--- config.mk ---
export PLATFORM = sky130hd
export DESIGN_NAME = rr_request_encoder
export DESIGN_NICKNAME = d
export VERILOG_FILES = /design/src/rtl/rr_request_encoder.sv
export SDC_FILE = /design/constraint.sdc
export NUM_CORES = 1
export LEC_CHECK = 0
export BUFFER_PORTS_ARGS = -buffer_cell sky130_fd_sc_hd__buf_2
export CAP_MARGIN = 25
export CORE_MARGIN = 1
export CORE_UTILIZATION = 35
export CTS_CLUSTER_DIAMETER = 200
export CTS_CLUSTER_SIZE = 24
export DETAILED_ROUTE_END_ITERATION = 8
export SKIP_LAST_GASP = 1
export SLEW_MARGIN = 10
export SYNTH_ARGS = -nofsm -noshare
export SYNTH_HDL_FRONTEND = slang
export SYNTH_SLANG_ARGS = --single-unit
--- constraint.sdc ---
create_clock -name Clock -period 3.65 [get_ports Clock]
set_input_delay 0.73 -clock Clock [delete_from_list [all_inputs] [get_ports Clock]]
set_output_delay 0.73 -clock Clock [all_outputs]
set_load 0.02 [all_outputs]
--- src/rtl/rr_request_encoder.sv ---
// Round-robin arbiter over 8 request lines, driving a 3-to-8 decoder's Enable/A/B/C.
// Optional grant timeout is enabled by defining ARB_TIMEOUT_EN (uses MAX_HOLD).
module rr_request_encoder #(
  parameter int unsigned MAX_HOLD = 8
) (
  input  logic       Clock,
  input  logic       Resetn,
  input  logic [7:0] Req,
  output logic       Enable,
  output logic       A,
  output logic       B,
  output logic       C,
  output logic       Busy
);

  localparam int unsigned IDX_W  = 3;
  localparam int unsigned HOLD_W = 8;
  localparam int unsigned N_REQ  = 8;

  if (MAX_HOLD < 1 || MAX_HOLD > 255) begin : g_bad_max_hold
    $error("MAX_HOLD must be in 1..255");
  end

  typedef enum logic {
    IDLE  = 1'b0,
    GRANT = 1'b1
  } state_t;

  state_t             state, state_nxt;
  logic [IDX_W-1:0]   code, code_nxt;
  logic [IDX_W-1:0]   last, last_nxt;
  logic [IDX_W-1:0]   winner;
  logic               found;
  logic               any_req;
`ifdef ARB_TIMEOUT_EN
  logic [HOLD_W-1:0]  hold, hold_nxt;
`endif

  assign any_req = |Req;

  // Scan upward from the slot after the last winner, wrapping at 7.
  always_comb begin
    winner = last;
    found  = 1'b0;
    for (int k = 1; k <= int'(N_REQ); k++) begin
      if (!found && Req[IDX_W'(last + IDX_W'(k))]) begin
        winner = IDX_W'(last + IDX_W'(k));
        found  = 1'b1;
      end
    end
  end

  always_ff @(posedge Clock or negedge Resetn) begin
    if (!Resetn) begin
      state <= IDLE;
      code  <= '0;
      last  <= IDX_W'(N_REQ - 1);
`ifdef ARB_TIMEOUT_EN
      hold  <= '0;
`endif
    end else begin
      state <= state_nxt;
      code  <= code_nxt;
      last  <= last_nxt;
`ifdef ARB_TIMEOUT_EN
      hold  <= hold_nxt;
`endif
    end
  end

  always_comb begin
    state_nxt = state;
    code_nxt  = code;
    last_nxt  = last;
`ifdef ARB_TIMEOUT_EN
    hold_nxt  = hold;
`endif
    case (state)
      IDLE: begin
        if (any_req) begin
          state_nxt = GRANT;
          code_nxt  = winner;
          last_nxt  = winner;
`ifdef ARB_TIMEOUT_EN
          hold_nxt  = HOLD_W'(1);
`endif
        end
      end
      GRANT: begin
        if (Req[code]) begin
`ifdef ARB_TIMEOUT_EN
          // Force a one-cycle gap; last stays on the holder so the next search skips it.
          if (hold == HOLD_W'(MAX_HOLD)) begin
            state_nxt = IDLE;
          end else if (hold != {HOLD_W{1'b1}}) begin
            hold_nxt = hold + HOLD_W'(1);
          end
`endif
        end else if (any_req) begin
          code_nxt = winner;
          last_nxt = winner;
`ifdef ARB_TIMEOUT_EN
          hold_nxt = HOLD_W'(1);
`endif
        end else begin
          state_nxt = IDLE;
        end
      end
      default: state_nxt = IDLE;
    endcase
  end

  assign Enable    = (state == GRANT);
  assign {A, B, C} = code;
  assign Busy      = any_req | Enable;

endmodule
Yosys cells after proc, flatten, opt, wreduce, memory -nomap -nowiden
Cells that the tools add are included.

Output and inout bits: 5. Register bits after elaboration: 7. Word-level logic and storage cells: 79. Input port bits: 10.

Reductions and logical operators: 15. Muxes and demuxes: 42. Magnitude comparators: 9. Eq/ne operators: 1. Bitwise operators: 2. Add/sub/neg operators: 7.

Operator list (count): 3-bit by 4-bit < comparator with 1-bit output (second input constant) (9); 3-bit 2-to-1 mux (12); 1-bit binary-select mux with 3-bit select (9); 1-bit 2-to-1 mux (18); 3-bit adder (second input constant) (4); 3-bit one-hot mux with 2 select lines (2); 8-bit OR reduction (1); 1-bit logical AND (7); 1-bit logical NOT (7); 3-bit by 2-bit adder with 3-bit output (second input constant) (2); 3-bit by 1-bit adder with 3-bit output (second input constant) (1); 2-bit != test (second input constant) (1); 1-bit one-hot mux with 2 select lines (1); 1-bit NOT (1); 1-bit bitwise OR (1).

Logic depth before layout (Yosys ltp)
Word-level depth: 28. Depth in mapped cells: 11.

Least setup slack after synthesis
No wires, ideal clock.

Path type: register to register. From: register last[1]. To: register last[2]. Period minus slack after synthesis: 3.395 ns. Library setup time: 0.075 ns. Stages on the path, launching flop included: 12. Arrival time: 3.320 ns. Slack: 0.255 ns. Required time: 3.575 ns. Cells stage by stage: dfstp_2 buf_2 buf_2 inv_1 ha_1 clkbuf_1 mux4_1 mux2_4 or3b_1 a221oi_2 o22ai_1 o211ai_2.

Cells in the longest elaborated chain, start to end: 28.

Ends and longest elaborated chain: from (decl) (line 31) `logic [IDX_W-1:0] last, last_nxt;`; from (signal assigned) (line 57) `last <= IDX_W'(N_REQ - 1);`; from (signal assigned) (line 64) `last <= last_nxt;`; 3-bit by 1-bit adder with 3-bit output (line 46, 47); 1-bit binary-select mux with 3-bit select (line 46) `if (!found && Req[IDX_W'(last + IDX_W'(k))]) begin`; 1-bit 2-to-1 mux (implied by the code) (line 46); 1-bit 2-to-1 mux (line 46); 1-bit logical NOT (line 46); 1-bit logical AND (line 46); 1-bit 2-to-1 mux (line 46); 1-bit logical NOT (line 46); [12 not listed]; 1-bit logical AND (line 46); 1-bit 2-to-1 mux (line 46); 1-bit logical NOT (line 46); 1-bit logical AND (line 46); 3-bit 2-to-1 mux * (line 46); 3-bit 2-to-1 mux * (line 80, 99); 3-bit 2-to-1 mux (line 90) `if (Req[code]) begin`; 3-bit one-hot mux with 2 select lines * (line 78) `case (state)`.

Mark *: on every way between the ends. The rest lies on a longest branch, timed or not. The select of a mux whose other input is x is not followed. A chain may end at the register's enable or synchronous reset.

Final worst setup path
From: register last[0]. To: register last[2].

The elaborated chain is that of the path after synthesis.

==> flow_summary.yaml <==
detailed_routing:
  drt_first_pass_iters: 4
  drt_iter0_markers: 34
  post_drt_via_cell_ratio: 6.374
  drt_wl_total_mm: 3.373
  wl_per_cell_um: 17.30
  drc: 0
  num_vias: 1243
  postRouteAntennaNets: 0
logic_synthesis:
  synth_area_sq_um: 1324
  ys_warn_count: 0
  synth_top_family_by_area: "multiplexers"
  synth_edf_count: 0
  syn_avg_cell_area_sq_um: 9.806
  synth.largest_area_cell: "mux4_2"
  yosysSeqAreaShare_pct: 13.52
  syn_inst: 135
  yosysTopAreaCellShare_pct: 22.12
  synth-xor-area-share_pct: 3.308
  synth_mux_area_share_pct: 42.44
  synth.distinct_cells: 47
  synth_compound_area_share_pct: 17.11
  async_flop_share_pct: 100.0
  ys_ff_latch: 7
  synth_area_leaders: "mux4_2 (22%), mux2_2 (7.7%), dfrtp_1 (7.6%), mux2i_1 (7.6%), dfstp_2 (6.0%)"
  syn_nets: 147
  ys.flop_type: "dfrtp_1"
  synthSimpleGateAreaFrac_pct: 17.30
  yosys.area_share.adder_pct: 1.890
global_routing:
  grt_pass1_wl_mm: 5.685
  grt_util_all_layers_pct: 18.33
  grt_antenna_before_repair: 0
  grt_pass1_vias: 1171
  grt_overflow: 0
  grt_max_degree: 19
placement:
  hpwlAfterDp_mm: 2.582
  io_buffers: 14
  place_inst: 191
  routabilityCongestion: 0.9548
sta:
  skew_ps: 3.185
  rsz0062_at_grt: "no"
  tightest_slew_ps: 544.7
  fin_crit_sh_pct: 83.61
  slew_viol_final: 0
  setup_viol: 0
  fin_setup_tns_ps: 0
  hold_slack_ps: 326.1
  hold_viol: 0
  min_period_ps: 3052
  timing.fmax_mhz: 327.7
  slew_headroom_pct: 63.38
finish:
  fin_util_pct: 42.64
  areaGrowthSynthToFinish_pct: 11.72
  final_common_cell: "nand2_1"
  final_cell_mix: "nand2_1 (18), buf_2 (14), mux4_2 (13)"
  nets: 162
  drive_gt1_share_pct: 32.21
  finalNonFillerCells: 195
  fillers: 354
  antenna-diode-count: 0
clock_network:
  cts_setup_buffers: 0
  cts_buffers: 3
  path_clk_slew_ps: 40
  cts.sinks: 7
  root_buffer: "clkbuf_8"
  hold_buffers: 0
  cts_tree: "yes"
  ctsResizeCount: 0
  cts.htree.levels: 1
  clock_latency_ps: 230
  clockBufferDepth: 2
setup_path:
  cp-start-kind: "flop"
  reg2reg_depth: 8
  worst-path-buf-inv: 1
  cp-end-kind: "flop"
  slowest_stage: "ha_1"
  crit_fanout: 14
  cpPeakStageDelay_ps: 590
  arrival_ps: 3210
  crit_chain: "inv_1 > ha_1 > mux4_1 > mux2_4 > or3b_1 > a221oi_2 > o22ai_1 > o211ai_2"
  r2r-end: "last[2]"
  critPathTopFamily: "multiplexers"
  crit_type: "reg2reg"
  r2r_start: "last[0]"
  required_ps: 3800
  ff2ff_setup_slack_ps: 600
  timing.critical_path.from: "last[0]"
min_path:
  hold_class: "in2async"
die:
  die_h_um: 63.50
  die-width_um: 63.50
  core_area_sq_um: 3468
  ios: 15
  rows: 21
  die_area_sq_um: 4032
  initial_core_util_pct: 38.17
flow_run:
  drv_cap: 0
status:
  status: "complete, no violations"
==> cell usage after synthesis, types with 3 or more instances <==
library cell and count:
dfstp_2 3, nor2b_1 3, dfrtp_1 4, inv_1 7, and2_1 3, a21oi_1 6, nand3_1 4, mux2_2 9
nand2_1 18, mux4_2 13, xnor2_1 4, mux2i_1 10, clkbuf_1 3, o21ai_0 3
==> layout make-up <==
cell class | count | area [sq um] | share of cell area (%)
Multi-Input combinational cell | 115 | 1086 | 73.43
Tap cell | 46 | 57.56 | 3.892
Inverter | 7 | 26.28 | 1.777
Clock buffer | 4 | 45.04 | 3.046
Timing Repair Buffer | 16 | 85.08 | 5.753
Sequential cell | 7 | 178.9 | 12.10
==> sequential cells by signal, indices dropped and copies added, names as in the netlist <==
register / cells
code: 3
last: 3
Enable: 1
==> through the flow <==
stage | area [sq um] | setup slack, ps
2_1_floorplan | 1324 | 255.0
3_3_place_gp | 1434 | 672.3
3_5_place_dp | 1434 | 583.7
4_1_cts | 1479 | 580.7
5_1_grt | 1479 | 392.4
6_report | 1479 | 598.4
==> layer usage <==
metal / track usage, % / part of all wire [%]
met1: 25.17 / 48
met2: 28.32 / 48
met3: 3.986 / 3.5
met4: 5.966 / 1.4
met5: 0 / 0
==> worst max-delay path by stage <==
stage	to	slack, ps	cells after the start
after floorplan	last[2]	250	11
after global placement	last[2]	670	8
after detailed placement	last[1]	580	8
after CTS	last[1]	580	8
after global routing	last[1]	390	8
final	last[2]	600	8
==> logic make-up (layout without fill, tap and decap cells) <==
family / count (synthesis) / count (layout)
simple gates: 42 / 42
mux: 35 / 35
compound gates: 31 / 31
buf+inv: 13 / 27
flops: 7 / 7
xor+xnor: 5 / 5
fa+ha+maj: 2 / 2
Power is not shown: default switching activity piles up to over one toggle a cycle in this logic, so the estimate is an artifact.
